`config.mk`:
```
export PLATFORM = sky130hd
export DESIGN_NAME = mc6809_dma_arbiter
export DESIGN_NICKNAME = d
export VERILOG_FILES = /design/src/rtl/mc6809_dma_arbiter.sv
export SDC_FILE = /design/constraint.sdc
export NUM_CORES = 1
export LEC_CHECK = 0
export ABC_AREA = 1
export CAP_MARGIN = 5
export CORE_ASPECT_RATIO = 1.25
export CORE_MARGIN = 2
export CORE_UTILIZATION = 48
export CTS_CLUSTER_DIAMETER = 200
export CTS_CLUSTER_SIZE = 10
export DETAILED_ROUTE_END_ITERATION = 10
export HOLD_SLACK_MARGIN = 0.1
export PLACE_DENSITY = 0.77
export SYNTH_ARGS = -nofsm -noshare
export SYNTH_HDL_FRONTEND = slang
export SYNTH_SLANG_ARGS = --single-unit
```
`constraint.sdc`:
```
create_clock -name CLK -period 1.41 [get_ports CLK]
set_input_delay 0.282 -clock CLK [delete_from_list [all_inputs] [get_ports CLK]]
set_output_delay 0.282 -clock CLK [all_outputs]
set_load 0.01 [all_outputs]
```
`src/rtl/mc6809_dma_arbiter.sv`:
```
// Round-robin DMA bus arbiter for the MC6809: requests the bus via nDMABREQ, grants one master per burst.
// Decisions are registered on E-fall boundaries (1 boundary REQ->nDMABREQ); bursts are capped at MAX_BURST cycles.
module mc6809_dma_arbiter #(
  parameter int NREQ      = 4,
  parameter int MAX_BURST = 14
) (
  input  logic                    CLK,
  input  logic                    nRESET,
  input  logic                    CE_E_FALL,
  input  logic [NREQ-1:0]         REQ,
  input  logic                    BA,
  input  logic                    BS,
  output logic                    nDMABREQ,
  output logic [NREQ-1:0]         GNT,
  output logic [$clog2(NREQ)-1:0] OWNER,
  output logic                    BUSY
);

  localparam int OW = $clog2(NREQ);
  localparam logic [3:0] BURST_LAST = 4'(MAX_BURST - 1);

  typedef enum logic [1:0] {
    ST_IDLE,
    ST_WAIT_BA,
    ST_GRANT,
    ST_RELEASE
  } state_t;

  state_t          state_q, state_d;
  logic [OW-1:0]   owner_q, owner_d;
  logic [OW-1:0]   last_q, last_d;
  logic [3:0]      burst_cnt_q, burst_cnt_d;
  logic [NREQ-1:0] gnt_q, gnt_d;
  logic            ndmabreq_q, ndmabreq_d;

  logic [OW-1:0]   rr_winner;
  logic            owner_req;

  // Search starts one past the last completed grant and wraps around.
  function automatic logic [OW-1:0] rr_pick(input logic [NREQ-1:0] req,
                                            input logic [OW-1:0]   last);
    logic [OW-1:0] win;
    logic [OW-1:0] idx;
    logic          found;
    win   = last;
    found = 1'b0;
    for (int i = 1; i <= NREQ; i++) begin
      idx = OW'((int'(last) + i) % NREQ);
      if (!found && req[idx]) begin
        win   = idx;
        found = 1'b1;
      end
    end
    return win;
  endfunction

  always_comb begin
    rr_winner = rr_pick(REQ, last_q);
    owner_req = REQ[owner_q];
  end

  always_comb begin
    state_d     = state_q;
    owner_d     = owner_q;
    last_d      = last_q;
    burst_cnt_d = burst_cnt_q;
    gnt_d       = gnt_q;
    ndmabreq_d  = ndmabreq_q;

    if (CE_E_FALL) begin
      case (state_q)
        ST_IDLE: begin
          gnt_d      = '0;
          ndmabreq_d = 1'b1;
          if (|REQ) begin
            owner_d    = rr_winner;
            ndmabreq_d = 1'b0;
            state_d    = ST_WAIT_BA;
          end
        end

        ST_WAIT_BA: begin
          // A withdrawn request wins over a bus that just became available.
          if (!owner_req) begin
            ndmabreq_d = 1'b1;
            state_d    = ST_RELEASE;
          end else if (BA && BS) begin
            gnt_d       = NREQ'(1) << owner_q;
            burst_cnt_d = 4'd0;
            state_d     = ST_GRANT;
          end
        end

        ST_GRANT: begin
          if (!owner_req || (burst_cnt_q == BURST_LAST)) begin
            gnt_d      = '0;
            ndmabreq_d = 1'b1;
            last_d     = owner_q;
            state_d    = ST_RELEASE;
          end else begin
            burst_cnt_d = burst_cnt_q + 4'd1;
          end
        end

        ST_RELEASE: begin
          gnt_d      = '0;
          ndmabreq_d = 1'b1;
          if (!BA) begin
            state_d = ST_IDLE;
          end
        end

        default: begin
          gnt_d      = '0;
          ndmabreq_d = 1'b1;
          state_d    = ST_IDLE;
        end
      endcase
    end
  end

  always_ff @(posedge CLK or negedge nRESET) begin
    if (!nRESET) begin
      state_q     <= ST_IDLE;
      owner_q     <= '0;
      last_q      <= OW'(NREQ - 1);
      burst_cnt_q <= 4'd0;
      gnt_q       <= '0;
      ndmabreq_q  <= 1'b1;
    end else begin
      state_q     <= state_d;
      owner_q     <= owner_d;
      last_q      <= last_d;
      burst_cnt_q <= burst_cnt_d;
      gnt_q       <= gnt_d;
      ndmabreq_q  <= ndmabreq_d;
    end
  end

  assign nDMABREQ = ndmabreq_q;
  assign GNT      = gnt_q;
  assign OWNER    = owner_q;
  assign BUSY     = (state_q != ST_IDLE);

endmodule

```
# Word level (Yosys, flattened, before mapping)
# Index checks and enable logic that the tools add are counted.
# totals
reg_bits	15
latchBits	0
mem_bits_rw	0
rom_bits	0
elab_cells	84
mem_count	0
# classes
addsub	5
multipliers	0
div_mod_pow	0
order_cmp	5
eq_ne	12
shift	1
muxes	35
bitwise_logic	0
reduce_logical	20
# ops
operator	count
2-to-1 mux 4 bit	6
2-to-1 mux 2 bit	9
< comparator 2 x 3 -> 1 bit (second input constant)	5
!= test 2 bit (second input constant)	7
one-hot mux 4 bit (3 select lines)	1
2-to-1 mux 1 bit	11
binary-select mux 1 bit (select 2 bit)	5
AND reduction 5 bit	2
AND reduction 3 bit	3
one-hot mux 2 bit (4 select lines)	1
one-hot mux 4 bit (2 select lines)	1
adder 2 x 1 -> 2 bit (second input constant)	2
adder 2 bit (second input constant)	2
adder 4 x 1 -> 4 bit (second input constant)	1
== test 2 bit (second input constant)	2
== test 4 bit (second input constant)	1
logical AND 1 bit	4
zero test 1 bit	4
one-hot mux 1 bit (4 select lines)	1
AND reduction 4 bit	1
nonzero test 2 bit	2
OR reduction 4 bit	1
<< shifter 1 x 2 -> 4 bit (first input constant)	1
!= test 3 bit (second input constant)	1
4 further kinds	4

# Depth between registers and ports, before layout
# Gate-level depths: netlist of run 1.
# logic_depth
depth_word	13
mapped_depth	12
mapped_depth_nobuf	11

# Least setup slack after synthesis of run 1
# OpenSTA, ideal clock, no wires.
# synth_path
kind	register to register
start	reg state_q[1]
end	reg gnt_q[1], in the netlist GNT[1]
setup_time_ns	0.074
arrival_ns	1.392
t_required_ns	1.336
path_slack_ns	-0.056
path_stages_with_launch	11
n_path_buf	0
synth_period_minus_slack_ns	1.466
cell_sequence	dfrtp_1 > inv_1 > ha_1 > inv_1 > a21oi_1 > nor2_1 > nand2_2 > inv_4 > nand2_8 > nand2_1 > o21ai_2
# synth_via
elab_chain_len	3
# synth_lines
item	line	source
start, declared	29	state_t state_q, state_d;
start signal, assigned	131	state_q <= state_d;
== test 2 bit (tied with other cells)	71	case (state_q)
OR reduction 2 bit (no line) / != test 2 bit (equally long branches)	--	
one-hot mux 4 bit (3 select lines) / AND reduction 4 bit (equally long branches)	--	
end signal, assigned	135	gnt_q <= gnt_d;
end, declared	33	logic [NREQ-1:0] gnt_q, gnt_d;
# Several ways; a longest one is shown, not always the timed one.
# A chain may end at the register's enable or synchronous reset.

# Worst setup path in the final report of run 1
# layout_path
start	reg last_q[0]
end	reg owner_q[1], in the netlist OWNER[1]
# layout_via
elab_chain_len	13
# layout_lines
item	line	source
start, declared	31	logic [OW-1:0] last_q, last_d;
start signal, assigned	126	last_q <= OW'(NREQ - 1);
start signal, assigned	133	last_q <= last_d;
adder 2 x 1 -> 2 bit	48	idx = OW'((int'(last) + i) % NREQ);
binary-select mux 1 bit (select 2 bit)	49	if (!found && req[idx]) begin
2-to-1 mux 1 bit (not written as such)	49	
2-to-1 mux 1 bit	49	
zero test 1 bit	49	
logical AND 1 bit	49	
2-to-1 mux 1 bit	49	
zero test 1 bit	49	
logical AND 1 bit	49	
2-to-1 mux 1 bit	49	
zero test 1 bit	49	
logical AND 1 bit	49	
2-to-1 mux 2 bit (*)	49	
end signal, assigned	132	owner_q <= owner_d;
end, declared	30	logic [OW-1:0] owner_q, owner_d;
# Mark *: on every way between the ends. The rest lies on a longest branch, timed or not. The select of a mux whose other input is x is not followed.

==> flow_metrics.env, run 1 <==
export IMPL_status="complete, but fails checks"
export IMPL_violations="setup timing"
export IMPL_crit_start="last_q[0]"
export IMPL_ioPinCount=17
export IMPL_drt_first_pass_iters=4
export IMPL_synthToLayoutAreaGrowth_pct=62.0
export IMPL_leakage_nw=0.962
export IMPL_yosys_warnings=0
export IMPL_synth_compound_area_frac=0.0916
export IMPL_die_area_mm2=0.00286
export IMPL_synth_adder_area_share=0.0745
export IMPL_synth_area_leader_cell="dfrtp_1"
export IMPL_slew_viol_final=0
export IMPL_worst_hold_slack_ns=0.296
export IMPL_synth_avg_cell_area_um2=7.30
export IMPL_setup_violations=8
export IMPL_dp_cells=232
export IMPL_synthDistinctLibCells=23
export IMPL_setup_worst_path_end_class="flip-flop"
export IMPL_die_h_um=59.3
export IMPL_swShare=0.480
export IMPL_crit_fanout=6
export IMPL_root_buffer="clkbuf_4"
export IMPL_dp_hpwl_um=2130
export IMPL_cts_buffers_inserted=3
export IMPL_grt_pass1_vias=1245
export IMPL_arrival_ns=1.70
export IMPL_hp_class="input port to async pin"
export IMPL_final_common_cell="nand2_1"
export IMPL_die_w_um=48.3
export IMPL_nFillCells=149
export IMPL_powerDensity_mw_per_mm2=2150
export IMPL_synthCells=161
export IMPL_post_route_period_util=1.07
export IMPL_core_area_mm2=0.00238
export IMPL_netlist_top_cells_area="dfrtp_1 (26%), nand2_1 (19%), nand3_1 (8.1%)"
export IMPL_p_int_mw=2.13
export IMPL_grt_overflow_total=0
export IMPL_r2r_setup_slack_ns=-0.1
export IMPL_synth_nets=177
export IMPL_required_ns=1.60
export IMPL_pre_cts_ws_ns=-0.360
export IMPL_rows=20
export IMPL_maxSlewHeadroom=0.828
export IMPL_drt_wl_total_um=3510
export IMPL_crit_top_cell="nand2_1"
export IMPL_via_per_inst=5.15
export IMPL_rsz0062_at_grt="true"
export IMPL_r2r_end="OWNER[1]"
export IMPL_crit_path_top_delay_cell="dfstp_2"
export IMPL_wl_per_cell_um=14.1
export IMPL_ys_seq_area_frac=0.323
export IMPL_max_freq_ghz=0.662
export IMPL_utilization=0.801
export IMPL_synth_top_family_by_area="simple AND/OR/NAND/NOR gates"
export IMPL_vias=1283
export IMPL_crit_path_cell_trace="buf_12 -> buf_4 -> a21oi_1 -> a21oi_1 -> o21ai_2 -> nand3_2 -> nand2_1 -> nand2_1 -> nand2_1"
export IMPL_start_util=0.494
export IMPL_path_delay_family="flip-flops"
export IMPL_clkLatencyLatePin_ns=0.29
export IMPL_syn_area_mm2=0.00117
export IMPL_stdcell_count=249
export IMPL_finalCriticalPeriod_ns=1.51
export IMPL_seqPwrFrac=0.199
export IMPL_cap_violations=0
export IMPL_antennaDiodeCount=0
export IMPL_max_stage_delay_ns=0.62
export IMPL_setup_slack_ns=-0.0995
export IMPL_grt_first_pass_wirelength_um=5090
export IMPL_synthMuxAreaShare=0
export IMPL_grt_max_degree=16
export IMPL_p_total_mw=4.09
export IMPL_tightest_slew_ns=0.258
export IMPL_clk_path_buf_depth=2
export IMPL_grtUsageTotal=0.248
export IMPL_drive_gt1_frac=0.514
export IMPL_nets=233
export IMPL_synth_top_area_frac=0.256
export IMPL_final_antenna_net_count=0
export IMPL_layout_common_cells="nand2_1 (40), buf_4 (32), nand2_2 (15)"
export IMPL_reg2reg_depth=9
export IMPL_p_comb_frac=0.737
export IMPL_postPlaceCellArea_mm2=0.00157
export IMPL_ir_worst_vdd_uv=1400
export IMPL_drc=0
export IMPL_rr_startpoint="last_q[0]"
export IMPL_cts_tree="yes"
export IMPL_switchingPower_mw=1.96
export IMPL_ctsHtreeMaxLevel=1
export IMPL_drt_iter0_markers=28
export IMPL_ys_ff_latch=15
export IMPL_io_buffer_count=16
export IMPL_clock_sinks=15
export IMPL_finalSetupTns_ns=-0.358
export IMPL_final_cell_area_mm2=0.00190
export IMPL_crit_path_start_kind="flip-flop"
export IMPL_crit_buf_inv=2
export IMPL_path_class="flip-flop to flip-flop"
export IMPL_yosys_area_share_simple=0.427
export IMPL_p_clk_frac=0.064
export IMPL_synthXorXnorAreaFrac=0.0224
export IMPL_clk_pin_slew_worst_paths_ns=0.10
export IMPL_hold_violations=0
export IMPL_routabilityCongestion=0.805
export IMPL_antenna_found_initial=0
export IMPL_finClkSkew_ns=0.00503
## sequential cells by signal (all words and copies together), names as in the netlist
signal and count:
last_q 2, GNT 4, burst_cnt_q 4, OWNER 2, state_q 2, nDMABREQ 1
## synth_stat cells
| cell type | instances |
|---|---|
| nand2_1 | 59 |
| nand3b_1 | 1 |
| xnor2_1 | 1 |
| nand3_2 | 2 |
| nand3_4 | 2 |
| dfrtp_1 | 12 |
| o21ai_2 | 5 |
| xor2_1 | 2 |
| nand3_1 | 19 |
| nand2_8 | 1 |
| nand2_2 | 8 |
| a21oi_1 | 5 |
| a21oi_2 | 1 |
| inv_4 | 2 |
| inv_2 | 2 |
| dfstp_2 | 3 |
| o21ai_0 | 6 |
| nor2_4 | 1 |
| nand2_4 | 1 |
| ha_1 | 7 |
| inv_1 | 12 |
| buf_4 | 1 |
| nor2_1 | 8 |
## how the worst max path moves through the flow
| stage | cells after the start | slack, ns | to |
|---|---|---|---|
| 2_1_floorplan | 12 | 0.02 | OWNER[1] |
| 4_1_cts | 4 | -0.12 | BUSY |
| 3_3_place_gp | 10 | -0.29 | burst_cnt_q[2] |
| 3_5_place_dp | 10 | -0.36 | burst_cnt_q[0] |
| 5_1_grt | 9 | -0.19 | OWNER[1] |
| 6_report | 9 | -0.1 | OWNER[1] |
## power groups by stage
stage | Combinational (mW) | Sequential [mW] | Clock, mW
after floorplan | 1.30 | 0.807 | 0
after global placement | 2.08 | 0.781 | 0
after detailed placement | 2.16 | 0.790 | 0
after CTS | 2.65 | 0.784 | 0.259
after global routing | 3.28 | 0.831 | 0.282
final | 3.01 | 0.816 | 0.260
## final cells by class
cell class,instances,area (µm²),share of cell area
clock buffer,3,22.5,0.0118
clock inverter,1,5.00,0.00263
inverter,16,77.6,0.0408
multi-input combinational,129,927,0.487
sequential,15,382,0.201
tap,33,41.3,0.0217
timing repair buffer,52,448,0.235
## worst reg2reg max path, stage by stage, from the launching register on
cell     delay [ns]
dfstp_2        0.62
buf_12         0.15
buf_4          0.11
a21oi_1        0.06
a21oi_1        0.18
o21ai_2        0.09
nand3_2        0.07
nand2_1        0.05
nand2_1        0.05
nand2_1        0.04
## kinds of logic (layout without fill, tap and decap cells)
kind of cell             count (synthesis)  after routing
AO/OA/AOI/OAI                           17             17
adder cells (fa/ha/maj)                  7              7
AND/OR/NAND/NOR                        102            102
buffers and inverters                   17             72
flip-flops                              15             15
XOR/XNOR                                 3              3
## routing by layer
metal  share of wire  global-route usage
met1            0.36               0.259
met2            0.59               0.468
met4           0.016              0.0849
met3           0.031              0.0366
met5               0                   0
## timing repair
action | 4_1_cts | 5_1_grt
gates resized for setup | 51 | 28
hold buffers | 0 | 0
endpoints found under the setup margin | 20 | 14
pin swaps | 19 | 11
buffers inserted | 10 | 5
Power figures use the tool's default switching activity.
==> run 2: changes to the inputs <==
CORE_MARGIN = 1.5   (was 2)
==> flow_metrics.env, run 2 (synthesized netlist as in run 1, its figures left out) <==
export IMPL_status="complete, but fails checks"
export IMPL_violations="setup timing"
export IMPL_die_w_um=47.3
export IMPL_tightest_slew_ns=0.295
export IMPL_grt_first_pass_wirelength_um=4910
export IMPL_cap_violations=0
export IMPL_maxSlewHeadroom=0.803
export IMPL_drt_wl_total_um=3760
export IMPL_die_area_mm2=0.00276
export IMPL_setup_worst_path_end_class="flip-flop"
export IMPL_io_buffer_count=16
export IMPL_hold_violations=0
export IMPL_drc=0
export IMPL_setup_violations=15
export IMPL_path_class="flip-flop to flip-flop"
export IMPL_clk_path_buf_depth=2
export IMPL_multiInputGateArea_um2=935
export IMPL_antenna_found_initial=0
export IMPL_slew_viol_final=0
export IMPL_nets=230
export IMPL_layout_common_cells="nand2_1 (36), buf_4 (28), nand2_2 (19)"
export IMPL_stdcell_count=244
export IMPL_grt_overflow_total=0
export IMPL_core_area_mm2=0.00226
export IMPL_start_util=0.520
export IMPL_arrival_ns=1.79
export IMPL_pre_cts_ws_ns=-0.363
export IMPL_synthToLayoutAreaGrowth_pct=61.3
export IMPL_p_total_mw=4.19
export IMPL_via_per_inst=5.32
export IMPL_clk_pin_slew_worst_paths_ns=0.11
export IMPL_dp_hpwl_um=2100
export IMPL_root_buffer="clkbuf_4"
export IMPL_ioPinCount=17
export IMPL_final_common_cell="nand2_1"
export IMPL_clock_sinks=15
export IMPL_clkLatencyLatePin_ns=0.32
export IMPL_grt_pass1_vias=1203
export IMPL_cts_buffers_inserted=3
export IMPL_cts_tree="yes"
export IMPL_setup_slack_ns=-0.156
export IMPL_powerDensity_mw_per_mm2=2210
export IMPL_utilization=0.839
export IMPL_die_h_um=58.3
export IMPL_finClkSkew_ns=0.00879
export IMPL_max_freq_ghz=0.639
export IMPL_grtUsageTotal=0.250
export IMPL_ir_worst_vdd_uv=1760
export IMPL_routabilityCongestion=0.803
export IMPL_rows=19
export IMPL_drt_first_pass_iters=4
export IMPL_final_cell_area_mm2=0.00190
export IMPL_seqCellArea_um2=382
export IMPL_hp_class="input port to async pin"
export IMPL_grt_max_degree=16
export IMPL_crit_fanout=7
export IMPL_ctsHtreeMaxLevel=1
export IMPL_postPlaceCellArea_mm2=0.00152
export IMPL_required_ns=1.64
export IMPL_final_antenna_net_count=0
export IMPL_leakage_nw=0.959
export IMPL_nFillCells=118
export IMPL_antennaDiodeCount=0
export IMPL_finalCriticalPeriod_ns=1.57
export IMPL_post_route_period_util=1.11
export IMPL_crit_path_start_kind="flip-flop"
export IMPL_drive_gt1_frac=0.516
export IMPL_dp_cells=226
export IMPL_rsz0062_at_grt="true"
export IMPL_vias=1297
export IMPL_drt_iter0_markers=46
export IMPL_wl_per_cell_um=15.4
## run 2: changes by cell type in the layout (fill, tap and decap cells not counted), sizes merged
cell,previous run,this run
dlygate4sd2,8,6
clkbuf,3,4
clkdlybuf4s50,7,6
buf,37,34
dlymetal6s2s,0,2
inv,16,15
clkinv,1,2
## run 2: final timing paths
| check | start | to | slack, ns | cells past startpoint |
|---|---|---|---|---|
| max | last_q[0] | OWNER[0] | -0.16 | 11 |
| min | nRESET | state_q[0] | 0.26 | 2 |
| max reg2reg | last_q[0] | OWNER[0] | -0.16 | 11 |
| min reg2reg | last_q[1] | last_q[1] | 0.51 | 2 |
| max in group asynchronous | nRESET | last_q[1] | 0.89 | 2 |
| min in group CLK | last_q[1] | last_q[1] | 0.51 | 2 |
## run 2: repair_timing
action | in CTS | in global routing
setup endpoints to repair | 19 | 16
pin swaps | 11 | 16
setup buffers | 4 | 10
hold buffers | 0 | 0
gates resized for setup | 39 | 47
## run 2: report_power, final
part           switching, mW  internal [mW]
clock network          0.181          0.107
registers              0.170          0.627
logic                   1.70           1.40
## run 2: per-layer routing
layer / up-vias / wire [µm] / share of wire / global-route usage
li1: 620 / - / - / -
met1: 615 / 1450 / 0.38 / 0.257
met2: 50 / 2020 / 0.54 / 0.452
met3: 12 / 165 / 0.044 / 0.0399
met4: 0 / 129 / 0.034 / 0.139
met5: - / 0 / 0 / 0
## run 2: final cells by class
type                    count  share of cell area
flip-flops and latches     15               0.201
clock buffers               3              0.0119
well taps                  31              0.0205
multi-input cells         129               0.493
inverters                  16              0.0396
repair buffers             49               0.231
clock inverters             1             0.00264
## run 2: critical path: stages (launching register included)
cell and delay [ns]:
dfstp_2 0.63, clkinv_4 0.13, nand2_4 0.08, nand2_2 0.07, nand2_2 0.09, nand2_4 0.07
inv_2 0.08, nand3_2 0.07, nand2_1 0.08, nand2_1 0.06, nand2_1 0.06, nand2_1 0.05
## run 2: through the flow
step / setup TNS [ns] / hold WS (ns)
final: -0.977 / 0.261
after global routing: -1.98 / 0.294
after CTS: -0.415 / 0.280
after detailed placement: -4.25 / 0.477
after global placement: -3.68 / 0.464
after floorplan: 0 / -0.0136
